File: src/rtl/pc_fetch_ctrl.sv
// pc_fetch_ctrl: program-counter and fetch-sequencing stage.
//
// Picks the next PC from the sequential, branch, jump and jump-register sources.
// Drives the instruction-memory fetch request and holds the PC while fetch
// cannot advance. A redirect that arrives while fetch is blocked is latched and
// applied on the next advance. Loading a redirect target raises a one-cycle
// IF/ID flush.
//
// Ports
//   clk_i, rst_i        clock (rising edge), asynchronous active-high reset
//   stall_i             hazard hold; PC must not advance
//   branch_taken_i      taken-branch request, target branch_target_i
//   jump_i              j/jal request, 26-bit index jump_target_i
//   jr_i                jr request, target jr_addr_i
//   imem_ready_i        instruction memory accepts the current fetch
//   pc_o, pc_plus4_o    current fetch address and pc_o + 4 (wraps)
//   fetch_valid_o       pc_o is a valid fetch request
//   flush_o             kill the IF/ID instruction this cycle
//   pending_o           a latched redirect is waiting
//   misalign_o          (PC_ALIGN_CHECK_EN only) sticky misaligned-target flag
//
// Build option
//   PC_ALIGN_CHECK_EN   if defined, a misaligned redirect target halts fetch
//                       until reset. If undefined, target bits [1:0] are
//                       cleared before use.
//
// State | meaning
// WAIT  | post-reset delay, no fetch, redirects ignored
// RUN   | fetching, redirects taken directly or latched
// PEND  | fetching, a latched redirect waits for an advance
// HALT  | misaligned target seen, fetch stopped until reset

module pc_fetch_ctrl #(
    parameter logic [31:0] RESET_PC   = 32'h0000_0000,
    parameter int unsigned RESET_WAIT = 2
) (
    input  logic        clk_i,
    input  logic        rst_i,
    input  logic        stall_i,
    input  logic        branch_taken_i,
    input  logic [31:0] branch_target_i,
    input  logic        jump_i,
    input  logic [25:0] jump_target_i,
    input  logic        jr_i,
    input  logic [31:0] jr_addr_i,
    input  logic        imem_ready_i,
    output logic [31:0] pc_o,
    output logic [31:0] pc_plus4_o,
    output logic        fetch_valid_o,
    output logic        flush_o,
`ifdef PC_ALIGN_CHECK_EN
    output logic        misalign_o,
`endif
    output logic        pending_o
);

`ifdef PC_ALIGN_CHECK_EN
    typedef enum logic [1:0] {ST_WAIT, ST_RUN, ST_PEND, ST_HALT} state_t;
`else
    typedef enum logic [1:0] {ST_WAIT, ST_RUN, ST_PEND} state_t;
`endif

    state_t      state_q;
    logic [31:0] pc_q;
    logic [31:0] pend_q;
    logic [3:0]  wait_q;
    logic        valid_q;
    logic        pending_q;
    logic        adv;
    logic        req;
    logic [31:0] tgt_raw;
    logic [31:0] tgt;
    logic        flush_d;
`ifdef PC_ALIGN_CHECK_EN
    logic        misalign_q;
    logic        tgt_misaligned;
`endif

    assign pc_o          = pc_q;
    assign pc_plus4_o    = pc_q + 32'd4;
    assign fetch_valid_o = valid_q;
    assign pending_o     = pending_q;
    assign flush_o       = flush_d;

    assign adv = valid_q & imem_ready_i & ~stall_i;
    assign req = jr_i | jump_i | branch_taken_i;

    always_comb begin
        tgt_raw = branch_target_i;
        if (jr_i) begin
            tgt_raw = jr_addr_i;
        end else if (jump_i) begin
            tgt_raw = {pc_plus4_o[31:28], jump_target_i, 2'b00};
        end
    end

`ifdef PC_ALIGN_CHECK_EN
    assign tgt            = tgt_raw;
    assign tgt_misaligned = |tgt_raw[1:0];
    assign misalign_o     = misalign_q;
`else
    assign tgt = tgt_raw & ~32'h3;
`endif

    always_comb begin
        flush_d = 1'b0;
        case (state_q)
            ST_RUN: begin
`ifdef PC_ALIGN_CHECK_EN
                // A misaligned target halts at once, even without an advance.
                if (req && tgt_misaligned) flush_d = 1'b1;
                else
`endif
                if (req && adv) flush_d = 1'b1;
            end
            ST_PEND: flush_d = adv;
            default: flush_d = 1'b0;
        endcase
    end

    always_ff @(posedge clk_i or posedge rst_i) begin
        if (rst_i) begin
            state_q   <= ST_WAIT;
            pc_q      <= RESET_PC;
            pend_q    <= 32'h0;
            wait_q    <= 4'(RESET_WAIT);
            valid_q   <= 1'b0;
            pending_q <= 1'b0;
`ifdef PC_ALIGN_CHECK_EN
            misalign_q <= 1'b0;
`endif
        end else begin
            case (state_q)
                ST_WAIT: begin
                    wait_q <= wait_q - 4'd1;
                    if (wait_q <= 4'd1) begin
                        state_q <= ST_RUN;
                        valid_q <= 1'b1;
                    end
                end
                ST_RUN: begin
`ifdef PC_ALIGN_CHECK_EN
                    if (req && tgt_misaligned) begin
                        state_q    <= ST_HALT;
                        valid_q    <= 1'b0;
                        misalign_q <= 1'b1;
                    end else
`endif
                    if (req && adv) begin
                        pc_q <= tgt;
                    end else if (req) begin
                        pend_q    <= tgt;
                        pending_q <= 1'b1;
                        state_q   <= ST_PEND;
                    end else if (adv) begin
                        pc_q <= pc_plus4_o;
                    end
                end
                ST_PEND: begin
                    if (adv) begin
                        pc_q      <= pend_q;
                        pending_q <= 1'b0;
                        state_q   <= ST_RUN;
                    end
                end
                default: begin
                    // HALT: hold everything until reset
                end
            endcase
        end
    end

endmodule

File: config.mk
export PLATFORM = sky130hd
export DESIGN_NAME = pc_fetch_ctrl
export DESIGN_NICKNAME = d
export VERILOG_FILES = /design/src/rtl/pc_fetch_ctrl.sv
export SDC_FILE = /design/constraint.sdc
export NUM_CORES = 1
export LEC_CHECK = 0
export ABC_AREA = 1
export ABC_CLOCK_PERIOD_IN_PS = 4500
export CORE_MARGIN = 2
export CORE_UTILIZATION = 49
export DETAILED_ROUTE_END_ITERATION = 10
export MAX_ROUTING_LAYER = met4
export PLACE_DENSITY = 0.88
export SLEW_MARGIN = 20
export SYNTH_ARGS = -nofsm -noshare
export SYNTH_HDL_FRONTEND = slang
export SYNTH_SLANG_ARGS = --single-unit
File: constraint.sdc
create_clock -name clk_i -period 4.5 [get_ports clk_i]
set_input_delay 0.45 -clock clk_i [delete_from_list [all_inputs] [get_ports clk_i]]
set_output_delay 0.45 -clock clk_i [all_outputs]
set_load 0.02 [all_outputs]
==> impl_metrics.toml <==
[route]
antenna_left = 0
post_drt_wl_per_cell_um = 16.2
vias_per_cell = 5.66
dr.pass1.iters = 5
wl_mm = 14.9
drt_iter0_drc = 400
drc = 0
vias = 5193

[timing]
setup_violations = 0
min_period_ns = 3.20
worstMarginPinSlew_ns = 0.857
finalWorstSetupSlack_ns = 1.30
slew-limit-headroom_pct = 42.8
fin_crit_sh_pct = 71.1
finalHoldViolations = 0
rsz0062_at_grt = "no"
whs_ns = 0.480
slew_violations = 0
tns_ns = 0
skew_ns = 0.0124
fmax_mhz = 313

[worst_setup_path]
worst-setup-path-type = "reg2reg"
cp_max_fo = 44
cpMostUsedCell = "inv_1"
rr_worst_depth = 8
critPathCaptureType = "register"
arrival_ns = 3.44
required_ns = 4.75
cp_slowest_cell = "clkinv_1"
max_stage_delay_ns = 0.67
r2r_end = "pc_o[16]"
r2r_slack_ns = 1.30
r2r_start = "state_q[0]"
cp_cell_sequence = "inv_1, ha_1, inv_1, nand2_1, nand2_2, buf_4, clkinv_1, o21ai_0"
crit_path_start_kind = "register"

[synth]
synth_compound_area_share_pct = 18.9
synth_seq_cells = 68
synth_top_area_share_pct = 36.7
ys_seq_area_share_pct = 37.3
muxShareOfSynthArea_pct = 0
synthesis.area_sq_um = 4560
synth_fa_ha_area_share_pct = 1.64
synth_edf_count = 0
syn_inst = 662
yosysWarnings = 0
synth.largest_area_cell = "dfrtp_1"
netlist_top_cells_count = "nand2_1, nor2_1, dfrtp_1"
synth_top_family_by_area = "simple AND/OR/NAND/NOR gates"
synth_area_leaders = "dfrtp_1, nand2_1, nor2_1"
synth.most_common_cell = "nand2_1"
async_flop_share_pct = 100
synth_area_per_cell_sq_um = 6.89
synthSimpleGateAreaFrac_pct = 29.9
synthXorXnorAreaFrac_pct = 3.65
synth_cell_types = 42
synth_flop_cell = "dfrtp_1"

[hold_path]
holdPathStages = 1
hold_path.class = "reg2reg"
hold_start = "wait_q[3]"
whs_endpoint = "wait_q[3]"

[grt]
grt-busiest-layer = "met2"
first_global_vias = 5041
gr-usage-all-layers_pct = 30.6
grt_max_degree = 45
grt_use_met2_pct = 51.7
grt_overflow = 0
grt_pass1_wl_mm = 23.7
use_met1_pct = 37.7
antenna_found_initial = 0
grt_util_met3_pct = 3.68

[floorplanning]
rows = 35
die_x_um = 101
core_sq_um = 9150
floorplan.initialDensity_pct = 49.9
die-area_sq_um = 10100
die_h_um = 101
io-pin-count = 164

[clock_tree]
clockRootBuffer = "clkbuf_8"
clk_path_buf_depth = 2
tritoncts = "yes"
cts_resized = 0
clk_pin_slew_ns = 0.07
cts_made_buffers = 9
hold_buffers = 0
cts_max_level = 3
cts_setup_buffers = 0
clock_latency_ns = 0.36
clock-sinks = 68

[placed_design]
hpwl_mm = 10.5
dpl_cell_area_sq_um = 6140
portBuffers = 155
dp_slack_ns = 1.40
gp_congestion = 0.915
placed_cells = 903

[run]
maxCapViolCount = 0

[status]
status = "finished clean"

[power_and_ir_drop]
ir_drop_uv = 550
powerDensity_nw_per_um2 = 641
p_leak_uw = 0.00287

[finish]
layout-drive-gt1-share_pct = 5.33
area_growth_pct = 38.5
finalInstanceArea_sq_um = 6320
fillerInstances = 762
multi_input_area_sq_um = 2480
nets = 906
ff_latch_area_sq_um = 1700
num_antenna_cells = 0
final_cell_count_no_fill = 918
registers in the layout (all words and copies together) (netlist names):
register       flops
fetch_valid_o      1
pending_o          1
pend_q            30
wait_q             4
state_q            2
pc_o              30
routing by layer:
metal	up-vias	wire length [um]
li1	2435	-
met1	2501	6210
met2	228	7420
met3	29	916
met4	0	351
met5	-	0
cells in the final DEF, fill, tap and decap left out, drive strengths merged:
cell | netlist | final
clkinv | 1 | 2
inv | 56 | 56
buf | 18 | 6
a22oi | 10 | 10
nor4 | 1 | 1
o21ai | 53 | 53
bufinv | 0 | 1
conb | 1 | 4
xor2 | 13 | 13
dfstp | 1 | 1
o22a | 4 | 4
nand2 | 197 | 197
o21bai | 7 | 7
o22ai | 19 | 19
clkbuf | 16 | 13
o211ai | 4 | 4
ha | 6 | 6
nand3 | 27 | 27
and2 | 1 | 1
a21oi | 48 | 48
o221ai | 2 | 2
o31ai | 2 | 2
or2 | 6 | 6
xnor2 | 6 | 6
nor3 | 3 | 3
nand4 | 4 | 4
dfrtp | 67 | 67
nand3b | 2 | 2
a21boi | 1 | 1
nor2 | 86 | 86
clkdlybuf4s50 | 0 | 155
power by group:
group | total (uW) | internal, uW | switching, uW
Clock | 502 | 268 | 234
Sequential | 1210 | 909 | 304
Combinational | 2340 | 972 | 1370
Total | 4050 | 2150 | 1900
logic make-up after synthesis:
group / after synthesis
other: 1
DFF: 68
AOI/OAI and AO/OA: 150
and+or+nand+nor: 327
buffers and inverters: 91
adders and majority gates: 6
xor gates and xnor gates: 19
through the flow:
step	utilization (%)	power (uW)
finish	69.1	4050
detailed placement	67.1	3520
global placement	67.1	3430
global route	69.1	4320
floorplan	-	2530
CTS	69.1	4030
area by class of cell:
cell class,count,share of cell area (%)
multi-input cells,506,39.3
clock inverters,2,0.554
clock buffers,13,2.36
well taps,111,2.20
repair buffers,161,25.3
flip-flops and latches,68,26.9
inverters,57,3.42
critical path, delay by kind of cell (launching register included):
| kind | cells | cell delay (ns) |
|---|---|---|
| flops | 1 | 0.38 |
| compound gates | 1 | 0.36 |
| simple gates | 2 | 0.33 |
| buf+inv | 4 | 1.81 |
| fa+ha+maj | 1 | 0.21 |
worst max path at each step:
stage,from,endpoint
5_1_grt,state_q[0],pc_o[16]
6_report,state_q[0],pc_o[16]
3_5_place_dp,state_q[0],pc_o[27]
3_3_place_gp,state_q[0],pc_o[27]
4_1_cts,state_q[0],pc_o[16]
2_1_floorplan,state_q[0],flush_o
No activity file was read; power rests on OpenSTA's default activity.
